File: config.mk
export PLATFORM = sky130hd
export DESIGN_NAME = ras_ckpt
export DESIGN_NICKNAME = d
export VERILOG_FILES = /design/src/rtl/ras_ckpt.sv
export SDC_FILE = /design/constraint.sdc
export NUM_CORES = 1
export LEC_CHECK = 0
export BUFFER_PORTS_ARGS = -buffer_cell sky130_fd_sc_hd__buf_2
export CAP_MARGIN = 0
export CORE_AREA = 2 2 243 245
export CTS_CLUSTER_DIAMETER = 30
export CTS_CLUSTER_SIZE = 40
export DETAILED_ROUTE_END_ITERATION = 10
export DIE_AREA = 0 0 245 247
export GPL_TIMING_DRIVEN = 0
export PLACE_DENSITY = 0.5
export SETUP_SLACK_MARGIN = 0.05
export SLEW_MARGIN = 15
export SYNTH_ARGS = -nofsm -noshare
export SYNTH_HDL_FRONTEND = slang
export SYNTH_SLANG_ARGS = --single-unit
File: constraint.sdc
create_clock -name clk -period 4.4 [get_ports clk]
set_input_delay 0.22 -clock clk [delete_from_list [all_inputs] [get_ports clk]]
set_output_delay 0.22 -clock clk [all_outputs]
set_load 0.005 [all_outputs]
File: src/rtl/ras_ckpt.sv
// Return-address stack with in-order checkpoint FIFO for misprediction rollback.
// Optional macro RAS_CKPT_TOP_SAVE_EN: checkpoints also save/repair the top entry.
module ras_ckpt #(
  parameter int WIDTH     = 32,
  parameter int DEPTH     = 16,
  parameter int ADDR      = 4,
  parameter int CKPTS     = 4,
  parameter int CKPT_ADDR = 2
) (
  input  logic                 clk,
  input  logic                 rst_n,
  input  logic                 push,
  input  logic                 pop,
  input  logic [WIDTH-1:0]     din,
  output logic [WIDTH-1:0]     dout,
  output logic                 pop_valid,
  output logic                 empty,
  output logic                 full,
  output logic [ADDR:0]        count,
  input  logic                 ckpt,
  output logic                 ckpt_ready,
  output logic [CKPT_ADDR-1:0] ckpt_tag,
  input  logic                 restore,
  input  logic [CKPT_ADDR-1:0] restore_tag,
  input  logic                 ckpt_release
);

  localparam logic [ADDR:0]      FULL_CNT = (ADDR+1)'(DEPTH);
  localparam logic [CKPT_ADDR:0] OCC_MAX  = (CKPT_ADDR+1)'(CKPTS);

  logic [WIDTH-1:0]     mem [DEPTH];
  logic [ADDR-1:0]      slot_tos [CKPTS];
  logic [ADDR:0]        slot_cnt [CKPTS];
`ifdef RAS_CKPT_TOP_SAVE_EN
  logic [WIDTH-1:0]     slot_top [CKPTS];
  logic [WIDTH-1:0]     top_save;
`endif

  logic [ADDR-1:0]      tos_reg, tos_next;
  logic [ADDR:0]        count_reg, count_next;
  logic [CKPT_ADDR-1:0] wr_reg, wr_next, rd_reg, rd_next;
  logic [CKPT_ADDR:0]   occ_reg, occ_next;
  logic [CKPT_ADDR-1:0] restore_off;
  logic                 restore_hit;
  logic                 do_ckpt, do_rel;
  logic                 mem_we;
  logic [ADDR-1:0]      mem_waddr;
  logic [WIDTH-1:0]     mem_wdata;

  assign dout       = mem[tos_reg];
  assign empty      = (count_reg == '0);
  assign full       = (count_reg == FULL_CNT);
  assign count      = count_reg;
  assign pop_valid  = pop && !empty;
  assign ckpt_ready = (occ_reg != OCC_MAX);
  assign ckpt_tag   = wr_reg;

  // A tag is live when its distance from the oldest slot is below occupancy.
  assign restore_off = restore_tag - rd_reg;
  assign restore_hit = restore && ({1'b0, restore_off} < occ_reg);

  always_comb begin
    tos_next   = tos_reg;
    count_next = count_reg;
    wr_next    = wr_reg;
    rd_next    = rd_reg;
    occ_next   = occ_reg;
    mem_we     = 1'b0;
    mem_waddr  = tos_reg;
    mem_wdata  = din;
    do_ckpt    = 1'b0;
    do_rel     = 1'b0;

    if (restore) begin
      if (restore_hit) begin
        tos_next   = slot_tos[restore_tag];
        count_next = slot_cnt[restore_tag];
        wr_next    = restore_tag;
        occ_next   = {1'b0, restore_off};
`ifdef RAS_CKPT_TOP_SAVE_EN
        mem_we     = 1'b1;
        mem_waddr  = slot_tos[restore_tag];
        mem_wdata  = slot_top[restore_tag];
`endif
      end
    end else begin
      if (push && pop && !empty) begin
        mem_we = 1'b1;
      end else if (push) begin
        tos_next   = tos_reg + 1'b1;
        mem_we     = 1'b1;
        mem_waddr  = tos_reg + 1'b1;
        count_next = full ? count_reg : count_reg + 1'b1;
      end else if (pop && !empty) begin
        tos_next   = tos_reg - 1'b1;
        count_next = count_reg - 1'b1;
      end

      do_ckpt = ckpt && ckpt_ready;
      do_rel  = ckpt_release && (occ_reg != '0);
      if (do_ckpt) wr_next = wr_reg + 1'b1;
      if (do_rel)  rd_next = rd_reg + 1'b1;
      case ({do_ckpt, do_rel})
        2'b10:   occ_next = occ_reg + 1'b1;
        2'b01:   occ_next = occ_reg - 1'b1;
        default: occ_next = occ_reg;
      endcase
    end
  end

`ifdef RAS_CKPT_TOP_SAVE_EN
  // Top as it will read after this cycle's stack write lands.
  always_comb begin
    top_save = mem[tos_next];
    if (mem_we && (mem_waddr == tos_next)) top_save = mem_wdata;
  end
`endif

  always_ff @(posedge clk or negedge rst_n) begin
    if (!rst_n) begin
      tos_reg   <= '1;
      count_reg <= '0;
      wr_reg    <= '0;
      rd_reg    <= '0;
      occ_reg   <= '0;
    end else begin
      tos_reg   <= tos_next;
      count_reg <= count_next;
      wr_reg    <= wr_next;
      rd_reg    <= rd_next;
      occ_reg   <= occ_next;
    end
  end

  // Storage arrays carry no reset; occupancy and count gate their validity.
  always_ff @(posedge clk) begin
    if (mem_we) mem[mem_waddr] <= mem_wdata;
    if (do_ckpt) begin
      slot_tos[wr_reg] <= tos_next;
      slot_cnt[wr_reg] <= count_next;
`ifdef RAS_CKPT_TOP_SAVE_EN
      slot_top[wr_reg] <= top_save;
`endif
    end
  end

endmodule

Word-level counts from Yosys, hierarchy flattened
Memories as Yosys holds them, arrays and structs flattened.
Cells that the tools add are included.
{ "classes": {"add_sub_neg": 9, "magnitude_cmp": 1, "eq_ne": 5, "mux": 28, "n_bitwise": 1, "reduce_logical": 14} }
{ "op_table": {"columns": ["operator", "count"], "rows": [
  ["4-bit 2-to-1 mux", 8],
  ["5-bit 2-to-1 mux", 6],
  ["1-bit 2-to-1 mux", 8],
  ["1-bit logical AND", 6],
  ["2-bit 2-to-1 mux", 3],
  ["3-bit 2-to-1 mux", 2],
  ["3-bit case mux with 2 select lines", 1],
  ["2-bit AND reduction", 3],
  ["3-bit nonzero test", 2],
  ["5-bit by 1-bit adder with 5-bit output (second input constant)", 1],
  ["5-bit == test (second input constant)", 1],
  ["5-bit logical NOT", 1],
  ["5-bit by 1-bit subtractor with 5-bit output (second input constant)", 1],
  ["2-bit by 1-bit adder with 2-bit output (second input constant)", 2],
  ["4-bit by 1-bit adder with 4-bit output (second input constant)", 1],
  ["4-bit by 1-bit subtractor with 4-bit output (second input constant)", 1],
  ["3-bit by 1-bit adder with 3-bit output (second input constant)", 1],
  ["2-bit by 3-bit < comparator with 1-bit output", 1],
  ["3-bit != test (second input constant)", 1],
  ["3-bit by 1-bit subtractor with 3-bit output (second input constant)", 1],
  ["2-bit by 1-bit == test with 1-bit output (second input constant)", 1],
  ["2-bit == test (second input constant)", 1],
  ["2-bit by 1-bit != test with 1-bit output (second input constant)", 1],
  ["2-bit nonzero test", 1],
  ["other kinds (3)", 3]
]} }
{ "word_totals": {"reg_bits": 16, "mem_bits_rw": 548, "inputBits": 41, "output_inout_bits": 43, "wordCells": 66, "mem_count": 3} }
{ "mem_list": {"columns": ["memory", "words", "word_bits", "rd", "rd_ports_with_merged_regs", "write_ports", "line_no", "source"], "rows": [
  ["mem", 16, 32, 1, 0, 1, "31", "logic [WIDTH-1:0] mem [DEPTH];"],
  ["slot_cnt", 4, 5, 1, 0, 1, "33", "logic [ADDR:0] slot_cnt [CKPTS];"],
  ["slot_tos", 4, 4, 1, 0, 1, "32", "logic [ADDR-1:0] slot_tos [CKPTS];"]
]} }

Longest topological paths before layout
Gate-level depths: netlist of run 1.
{ "logic_depth": {"ltp_word": 7, "depth_mapped": 11} }

Least setup slack after synthesis of run 1
OpenSTA, ideal clock, no wires.
{ "synth_path": {"kind": "register -> register", "from": "register tos_reg[0]", "to": "memory mem[4][0], enable pin", "t_arrival_ns": 3.556, "required_ns": 3.968, "slack_ns": 0.412, "stages_incl_launch_ff": 10, "n_path_buf": 4, "path_cell_list": "dfstp_2 -> clkbuf_1 -> buf_6 -> buf_4 -> buf_2 -> inv_1 -> ha_1 -> a211oi_1 -> o21ai_1 -> a21oi_1"} }
{ "synth_between": {"elab_chain_cells": 4} }
{ "synth_lines": {"columns": ["element", "line_no", "source"], "rows": [
  ["start, declared", "39", "logic [ADDR-1:0] tos_reg, tos_next;"],
  ["start signal, assigned", "127", "tos_reg <= tos_next;"],
  ["4-bit by 1-bit adder with 4-bit output", "92", "mem_waddr = tos_reg + 1'b1;"],
  ["4-bit 2-to-1 mux", "89", "end else if (push) begin"],
  ["4-bit 2-to-1 mux", "87", "if (push && pop && !empty) begin"],
  ["4-bit 2-to-1 mux (*)", "74", "if (restore) begin"],
  ["end, declared", "31", null]
]} }
Mark *: on every way between the ends. The rest lies on a longest branch, timed or not.

Worst setup path in the final report of run 1
{ "layout_path": {"from": "register tos_reg[1]", "to": "memory mem[1][16], enable pin"} }
The elaborated chain is that of the path after synthesis.

==> results of run 1 <==
[cell type report]
| type | count | area share (%) |
|---|---|---|
| Sequential cell | 564 | 58.2 |
| Buffer | 53 | 0.950 |
| Clock inverter | 87 | 3.21 |
| Clock buffer | 133 | 10.5 |
| Tap cell | 773 | 3.34 |
| Inverter | 18 | 0.233 |
| Timing Repair Buffer | 147 | 5.41 |
| Multi-Input combinational cell | 342 | 18.1 |
[repair_timing]
item	in CTS	in global routing
gates resized for setup	0	1
setup endpoints to repair	0	24
hold buffers	34	0
hold endpoints to repair	529	0
[power by group]
group / total [W] / leakage, nW / switching, W / internal, W
clock: 0.00860 / 1.92 / 0.00282 / 0.00578
sequential: 0.00661 / 5.12 / 0.000166 / 0.00644
combinational: 0.00511 / 2.53 / 0.00273 / 0.00237
[final timing paths]
path | to
setup / recovery | mem[1][16]
hold / removal | occ_reg[2]
setup reg to reg | mem[1][16]
hold reg to reg | rd_reg[1]
max in group asynchronous | tos_reg[0]
min in group asynchronous | ckpt_tag[0]
[logic make-up (layout without fill, tap and decap cells)]
family                     count (synthesis)  count (layout)  share of synthesized area (%)
buffers and inverters                     71             438                           1.50
DFF                                      564             564                           75.6
muxes                                    183             183                           17.7
and+or+nand+nor                           67              67                           1.77
adders and majority gates                 11              11                          0.651
AOI/OAI and AO/OA                         74              74                           2.50
xor gates and xnor gates                   7               7                          0.275
[worst max-delay path, stage by stage (launching register included)]
cell and delay [ps]:
dfstp_2 610, clkbuf_1 500, clkdlybuf4s15_1 780, a21boi_0 330, nor3b_1 260, mux2i_1 300, nor2_4 670, buf_16 230
buf_16 160
[routing by layer]
layer	up-vias	share of wire [%]
met5	-	0.024
met4	2	1.5
li1	4796	-
met2	323	48
met1	6079	45
met3	67	5.4
[per-stage QoR]
step / setup slack, ps / instance area, µm² / total power [W] / setup TNS [ps]
2_1_floorplan: 412 / 22300 / 0.00986 / 0
3_3_place_gp: -2650 / 23700 / 0.0117 / -1149250
3_5_place_dp: 97.7 / 24600 / 0.0119 / 0
4_1_cts: 111 / 29000 / 0.0206 / 0
5_1_grt: 71.6 / 29000 / 0.0212 / 0
6_report: 266 / 29000 / 0.0203 / 0
[cells in the final DEF, fill, tap and decap left out, drive strengths merged, types with 3 or more instances in the layout]
master and instances:
nand3b 4, inv 19, clkinvlp 15, nand3 4
bufinv 14, edfxtp 548, nand4 5, buf 148
dlygate4sd3 34, and2 6, nand2 9, nor4 3
dfrtp 12, nor2 16, dfstp 4, nand2b 4
and3b 3, mux4 169, a21oi 14, mux2i 10
mux2 4, a31oi 3, clkbuf 150, o211ai 5
o21ai 13, a2111oi 7, xnor2 6, ha 10
a211oi 8, clkinv 57
==> impl_metrics.toml, run 1 <==
[sta]
slew_headroom_pct = 29.0
fin_worst_skew_ps = 33.8
worst_slew_pin_slew_ps = 1070
slew_viol_final = 0
fmax_ghz = 0.242
hold_viol_final = 0
period_minus_slack_ps = 4130
rsz0062_at_grt = "false"
finalSetupViolCount = 0
fin_crit_sh_pct = 93.9
holdWs_ps = 59.1

[route]
final_antenna_net_count = 0
drc_errors = 0
wl_per_cell_um = 25.6
wirelength_um = 54300
vias = 11300
avgViaCountPerCell = 5.32
drtIter0Drc = 846
drtPass1Iterations = 5

[global_routing]
grt_pass1_vias = 11700
grtUsageMet2_pct = 29.0
met1_usage_pct = 26.0
antenna_found_initial = 1
grt-busiest-layer = "met2"
grt_max_degree = 18
grt.total_usage_pct = 18.4
grt_pass1_wl_um = 79700
met3_usage_pct = 4.40
grt_overflow = 0

[finish]
drive_above_1_share_pct = 40.1
largest_reg_flops = 512
final-seq-area_um2 = 16900
multi_input_area_um2 = 5260
reg.largest.list = "mem: 512 flops, slot_cnt: 20 flops, slot_tos: 16 flops"
finalNonFillerCells = 2117
regMostFlops = "mem"
nNetsFinal = 1296
diodes = 0
fillers = 4713
fin_util_pct = 49.8
area_growth_pct = 29.9

[clock_tree]
cts_buffer_depth = 3
cts_inserted_buffers = 118
htree_levels = 3
clkSinkCount = 564
cts_setup_buffers = 0
clk_latency_ps = 660
cts.clk_slew.worst_paths_ps = 40
cts_tree = "yes"
root_buffer = "clkbuf_16"

[critical_path]
start_kind = "register"
arrival_ps = 4490
cp-startpoint = "tos_reg[1]"
worst-setup-path-type = "register to register"
r2r_start = "tos_reg[1]"
r2r_cells = 8
crit_required_ps = 4750
endpoint_kind = "register"
cp_max_fo = 14
r2r_setup_slack_ps = 270

[hold_path]
hold_depth = 3
min_from = "ckpt_release"
hold_path_class = "primary input to register"

[yosys]
synthArstFlopShare_pct = 2.84
syn_area_um2 = 22300
synth_area_leaders = "edfxtp_1, mux4_2, dfrtp_1"
synth_seq_cells = 564
synth_nets = 1029
synth_largest_area_cell = "edfxtp_1"
synthCells = 977
syn_area_per_cell_um2 = 22.8
seq_area_frac_synth_pct = 75.6
ys_top_cells_by_count = "edfxtp_1, mux4_2, buf_2"
synthDistinctLibCells = 66
yosysWarnings = 0
yosys.area.top_type_share_pct = 73.8
synth_edf_count = 548
yosysMostFrequentCell = "edfxtp_1"
synth_ff_type = "edfxtp_1"

[floorplan]
core_um2 = 58200
die-area_um2 = 60500
rows = 89
ios = 84
die_y_um = 247
die_w_um = 245
start_util_pct = 38.3

[flow_run]
maxCapViolCount = 0

[placement]
gp_congestion = 0.746
dpl.cell_count = 1863
dp_hpwl_um = 34100
port_buffers = 82

[power]
power_density_nw_per_um2 = 701
ir_drop_uv = 378
p_leak_nw = 9.57

[run_status]
status = "complete, no violations"
Note: power is estimated with default switching activity, not from simulation.
==> run 2, diff against run 1 <==
--- a/config.mk
+++ b/config.mk
@@ -7,13 +7,15 @@
 export LEC_CHECK = 0
 export BUFFER_PORTS_ARGS = -buffer_cell sky130_fd_sc_hd__buf_2
 export CAP_MARGIN = 0
+export CELL_PAD_IN_SITES_DETAIL_PLACEMENT = 0
+export CELL_PAD_IN_SITES_GLOBAL_PLACEMENT = 2
 export CORE_AREA = 2 2 243 245
 export CTS_CLUSTER_DIAMETER = 30
 export CTS_CLUSTER_SIZE = 40
 export DETAILED_ROUTE_END_ITERATION = 10
 export DIE_AREA = 0 0 245 247
 export GPL_TIMING_DRIVEN = 0
-export PLACE_DENSITY = 0.5
+export PLACE_DENSITY = 0.6
 export SETUP_SLACK_MARGIN = 0.05
 export SLEW_MARGIN = 15
 export SYNTH_ARGS = -nofsm -noshare
==> impl_metrics.toml, run 2 (synthesis results as in run 1) <==
[run_status]
status = "complete, no violations"

[route]
vias = 11100
avgViaCountPerCell = 5.26
drc_errors = 0
drtPass1Iterations = 5
wl_per_cell_um = 26.3
wirelength_um = 55800
final_antenna_net_count = 0
drtIter0Drc = 971

[critical_path]
crit_required_ps = 4740
arrival_ps = 4410
path_delay_family = "buffers and inverters"
cp_cell_sequence = "clkbuf_1 -> buf_1 -> a21boi_0 -> nor3b_1 -> mux2i_1 -> nor2_4 -> buf_16 -> buf_16"
cp_max_fo = 14
slowest_stage = "buf_1"
start_kind = "register"
cp_num_buf_inv = 4
endpoint_kind = "register"
slowest_delay_ps = 750
r2r_cells = 8
cpMostUsedCell = "buf_16"
worst-setup-path-type = "register to register"
path_depth = 8

[sta]
fin_worst_skew_ps = 16.7
worst_slew_pin_slew_ps = 977
finalSetupViolCount = 0
fin_crit_sh_pct = 92.3
hold_viol_final = 0
rsz0062_at_grt = "false"
period_minus_slack_ps = 4060
slew_viol_final = 0
slew_headroom_pct = 33.0
holdWs_ps = 60.2
fmax_ghz = 0.246
fin_setup_tns_ps = 0

[clock_tree]
root_buffer = "clkbuf_16"
htree_levels = 3
clk_latency_ps = 650
cts_setup_buffers = 0
cts_buffer_depth = 3
cts_tree = "yes"
clkSinkCount = 564
cts_hold_buf = 35
cts_resized = 0
cts_inserted_buffers = 114
cts.clk_slew.worst_paths_ps = 50

[global_routing]
grt.total_usage_pct = 18.9
grt_overflow = 0
grt_pass1_wl_um = 81100
grt_max_degree = 17
antenna_found_initial = 2
grt_pass1_vias = 11800

[finish]
regMostFlops = "mem"
nNetsFinal = 1294
mostFrequentLayoutCells = "edfxtp_1, mux4_2, clkbuf_16, buf_2"
reg.largest.list = "mem: 512 flops, slot_cnt: 20 flops, slot_tos: 16 flops"
final_common_cell = "edfxtp_1"
multi_input_area_um2 = 5260
drive_above_1_share_pct = 39.3
area_growth_pct = 29.1
largest_reg_flops = 512
fin_util_pct = 49.4
fillers = 4676
final-seq-area_um2 = 16900

[power]
power_w = 0.0200
ir_drop_uv = 337
p_leak_nw = 9.49
power_density_nw_per_um2 = 696

[floorplan]
die-area_um2 = 60500
die_w_um = 245
ios = 84
core_um2 = 58200
rows = 89
die_y_um = 247
start_util_pct = 38.3

[flow_run]
maxCapViolCount = 0

[placement]
dp_hpwl_um = 34800
gp_congestion = 0.694
port_buffers = 82

[hold_path]
hold_path_class = "primary input to async pin"
==> run 2: changes by cell type in the layout (fill, tap and decap cells not counted), sizes merged <==
cell,previous run,this run
clkinv,57,54
bufinv,14,12
clkbuf,150,151
clkinvlp,15,9
clkdlybuf4s15,1,0
dlygate4sd3,34,35
inv,19,25
buf,148,151
diode,0,1
==> run 2: power by group <==
group	internal, W	switching, W	total [W]
registers	0.00644	0.000160	0.00660
logic	0.00237	0.00275	0.00512
clock network	0.00550	0.00282	0.00832
total	0.0143	0.00573	0.0200
==> run 2: path summary, 6_finish.rpt <==
kind | slack [ps] | endpoint | from
setup / recovery | 340 | mem[0][5] | tos_reg[1]
hold / removal | 60 | count[0] | rst_n
setup reg to reg | 340 | mem[0][5] | tos_reg[1]
hold reg to reg | 490 | rd_reg[1] | rd_reg[1]
max in group asynchronous | 3980 | tos_reg[2] | rst_n
min in group clk | 90 | rd_reg[1] | ckpt_release
==> run 2: per-layer routing <==
layer | up-vias | part of all wire, % | GRT usage, %
li1 | 4805 | - | -
met1 | 5980 | 43 | 25.3
met2 | 269 | 51 | 31.7
met3 | 77 | 4.3 | 3.36
met4 | 2 | 1.5 | 5.58
met5 | - | 0.023 | 0
==> run 2: final cells by class <==
type                            count  share of cell area [%]
Multi-Input combinational cell    342                    18.3
Antenna cell                        1                 0.00869
Sequential cell                   564                    58.6
Clock buffer                      135                    10.3
Timing Repair Buffer              149                    5.42
Inverter                           18                   0.235
Clock inverter                     82                    2.94
Buffer                             53                   0.934
Tap cell                          773                    3.36
==> run 2: stage by stage <==
stage	setup WS, ps	instances	cell area [µm²]
2_1_floorplan	412	977	22300
3_3_place_gp	-2710	1832	23700
3_5_place_dp	248	1864	24600
4_1_cts	219	2116	28800
5_1_grt	79.6	2117	28800
6_report	337	2117	28800
==> run 3, diff against run 2 <==
--- a/config.mk
+++ b/config.mk
@@ -15,7 +15,7 @@
 export DETAILED_ROUTE_END_ITERATION = 10
 export DIE_AREA = 0 0 245 247
 export GPL_TIMING_DRIVEN = 0
-export PLACE_DENSITY = 0.6
+export PLACE_DENSITY = 0.63
 export SETUP_SLACK_MARGIN = 0.05
 export SLEW_MARGIN = 15
 export SYNTH_ARGS = -nofsm -noshare
==> constraint.sdc (replaced) <==
create_clock -name clk -period 3.3 [get_ports clk]
set_input_delay 0.165 -clock clk [delete_from_list [all_inputs] [get_ports clk]]
set_output_delay 0.165 -clock clk [all_outputs]
set_load 0.005 [all_outputs]
==> impl_metrics.toml, run 3 (synthesis results as in run 1) <==
[clock_tree]
cts_buffer_depth = 3
cts_inserted_buffers = 109
htree_levels = 3
cts_tree = "yes"
clkSinkCount = 564
root_buffer = "clkbuf_16"
clk_latency_ps = 650
cts.clk_slew.worst_paths_ps = 50

[critical_path]
r2r_cells = 9
cp_num_buf_inv = 3
endpoint_kind = "output pin"
cp_max_fo = 10
arrival_ps = 3010
slowest_delay_ps = 610
crit_required_ps = 3130
start_kind = "register"
path_delay_family = "multiplexers"
slowest_stage = "dfstp_2"
worst-setup-path-type = "register to output pin"
path_depth = 5
cp_cell_sequence = "clkbuf_2 -> buf_2 -> mux4_2 -> mux4_2 -> buf_2"

[global_routing]
antenna_found_initial = 0
grt_pass1_wl_um = 80300
grt_max_degree = 17
grt_pass1_vias = 12000
grt.total_usage_pct = 18.5
grt_overflow = 0

[sta]
slew_headroom_pct = 46.6
finalSetupViolCount = 0
hold_viol_final = 0
rsz0062_at_grt = "true"
worst_slew_pin_slew_ps = 801
fin_crit_sh_pct = 96.2
fin_worst_skew_ps = 26.8
period_minus_slack_ps = 3170
slew_viol_final = 0
fin_ws_ps = 126
fmax_ghz = 0.315

[power]
p_seq_share_pct = 33.0
ir_drop_uv = 472
swShare_pct = 28.3
p_comb_share_pct = 26.5
switching_power_w = 0.00756
internal_power_w = 0.0191
p_clk_share_pct = 40.4
p_leak_nw = 9.62
power_density_nw_per_um2 = 918

[hold_path]
hold_path_class = "primary input to async pin"

[placement]
dp_slack_ps = -806
gp_congestion = 0.739
placed_cell_area_um2 = 24500
dp_hpwl_um = 33200
port_buffers = 82

[finish]
nNetsFinal = 1312
mostFrequentLayoutCells = "edfxtp_1, mux4_2, clkbuf_16, buf_2, dlygate4sd3_1"
fin_util_pct = 49.9
diodes = 0
final_common_cell = "edfxtp_1"
area_growth_pct = 30.3
largest_reg_flops = 512
regMostFlops = "mem"
reg.largest.list = "mem: 512 flops, slot_cnt: 20 flops, slot_tos: 16 flops"
drive_above_1_share_pct = 41.7
final_area_um2 = 29100

[floorplan]
core_um2 = 58200
start_util_pct = 38.3
die_y_um = 247
rows = 89
die_w_um = 245
die-area_um2 = 60500
ios = 84

[route]
final_antenna_net_count = 0
wirelength_um = 54400
drc_errors = 0
vias = 11200
drtPass1Iterations = 5
wl_per_cell_um = 25.6
drtIter0Drc = 901
avgViaCountPerCell = 5.29

[flow_run]
maxCapViolCount = 0

[run_status]
status = "complete, no violations"
[run 3: cell count changes in the layout (fill, tap and decap cells not counted), moves of 5 or more]
cell       change
buf_1          -9
buf_12         +6
buf_2          -5
buf_4         +24
clkbuf_1      -11
clkbuf_16      -5
clkbuf_2       +7
clkinv_2       -5
clkinv_4       -5
inv_6          -5
[run 3: timing repair]
action,in CTS,in global routing
hold endpoints to repair,531,0
buffers inserted,26,2
pin swaps,15,3
hold buffers,37,0
resized for setup,60,27
setup endpoints to repair,553,216
[run 3: final cells by class]
class,count,area [µm²]
fill,4671,29200
sequential,564,16900
multi-input combinational,342,5360
clock buffer,128,2820
timing repair buffer,173,1760
tap,773,967
clock inverter,72,847
buffer,52,379
inverter,18,67.6
[run 3: stage by stage]
stage                     power, W  TNS, ps  hold WS, ps  cells
final                       0.0267        0         86.1   2122
after global routing        0.0278        0         97.0   2122
after CTS                   0.0270        0         60.4   2120
after detailed placement    0.0158  -245960          120   1858
after global placement      0.0156  -853510          119   1832
after floorplan             0.0132   -58370         -131    977
[run 3: power by group through the flow]
stage	sequential (W)	combinational (W)	clock, W
6_report	0.00881	0.00709	0.0108
3_5_place_dp	0.00893	0.00688	0
5_1_grt	0.00886	0.00763	0.0113
3_3_place_gp	0.00894	0.00664	0
4_1_cts	0.00881	0.00716	0.0110
2_1_floorplan	0.00887	0.00432	0
[run 3: final timing paths]
check / endpoint / from / slack, ps
max: dout[21] / tos_reg[1] / 130
min: tos_reg[1] / rst_n / 90
max reg2reg: mem[6][3] / tos_reg[1] / 170
min reg2reg: rd_reg[1] / rd_reg[1] / 500
max in group asynchronous: rd_reg[1] / rst_n / 2120
min in group clk: tos_reg[3] / push / 120
[run 3: metal layers]
layer / share of wire, % / up-vias / routed length (µm) / GRT usage, %
li1: - / 4818 / - / -
met1: 43 / 6033 / 23600 / 25.1
met2: 50 / 311 / 27100 / 30.5
met3: 4.9 / 70 / 2680 / 3.73
met4: 1.7 / 0 / 918 / 5.34
met5: 0 / - / 0 / 0
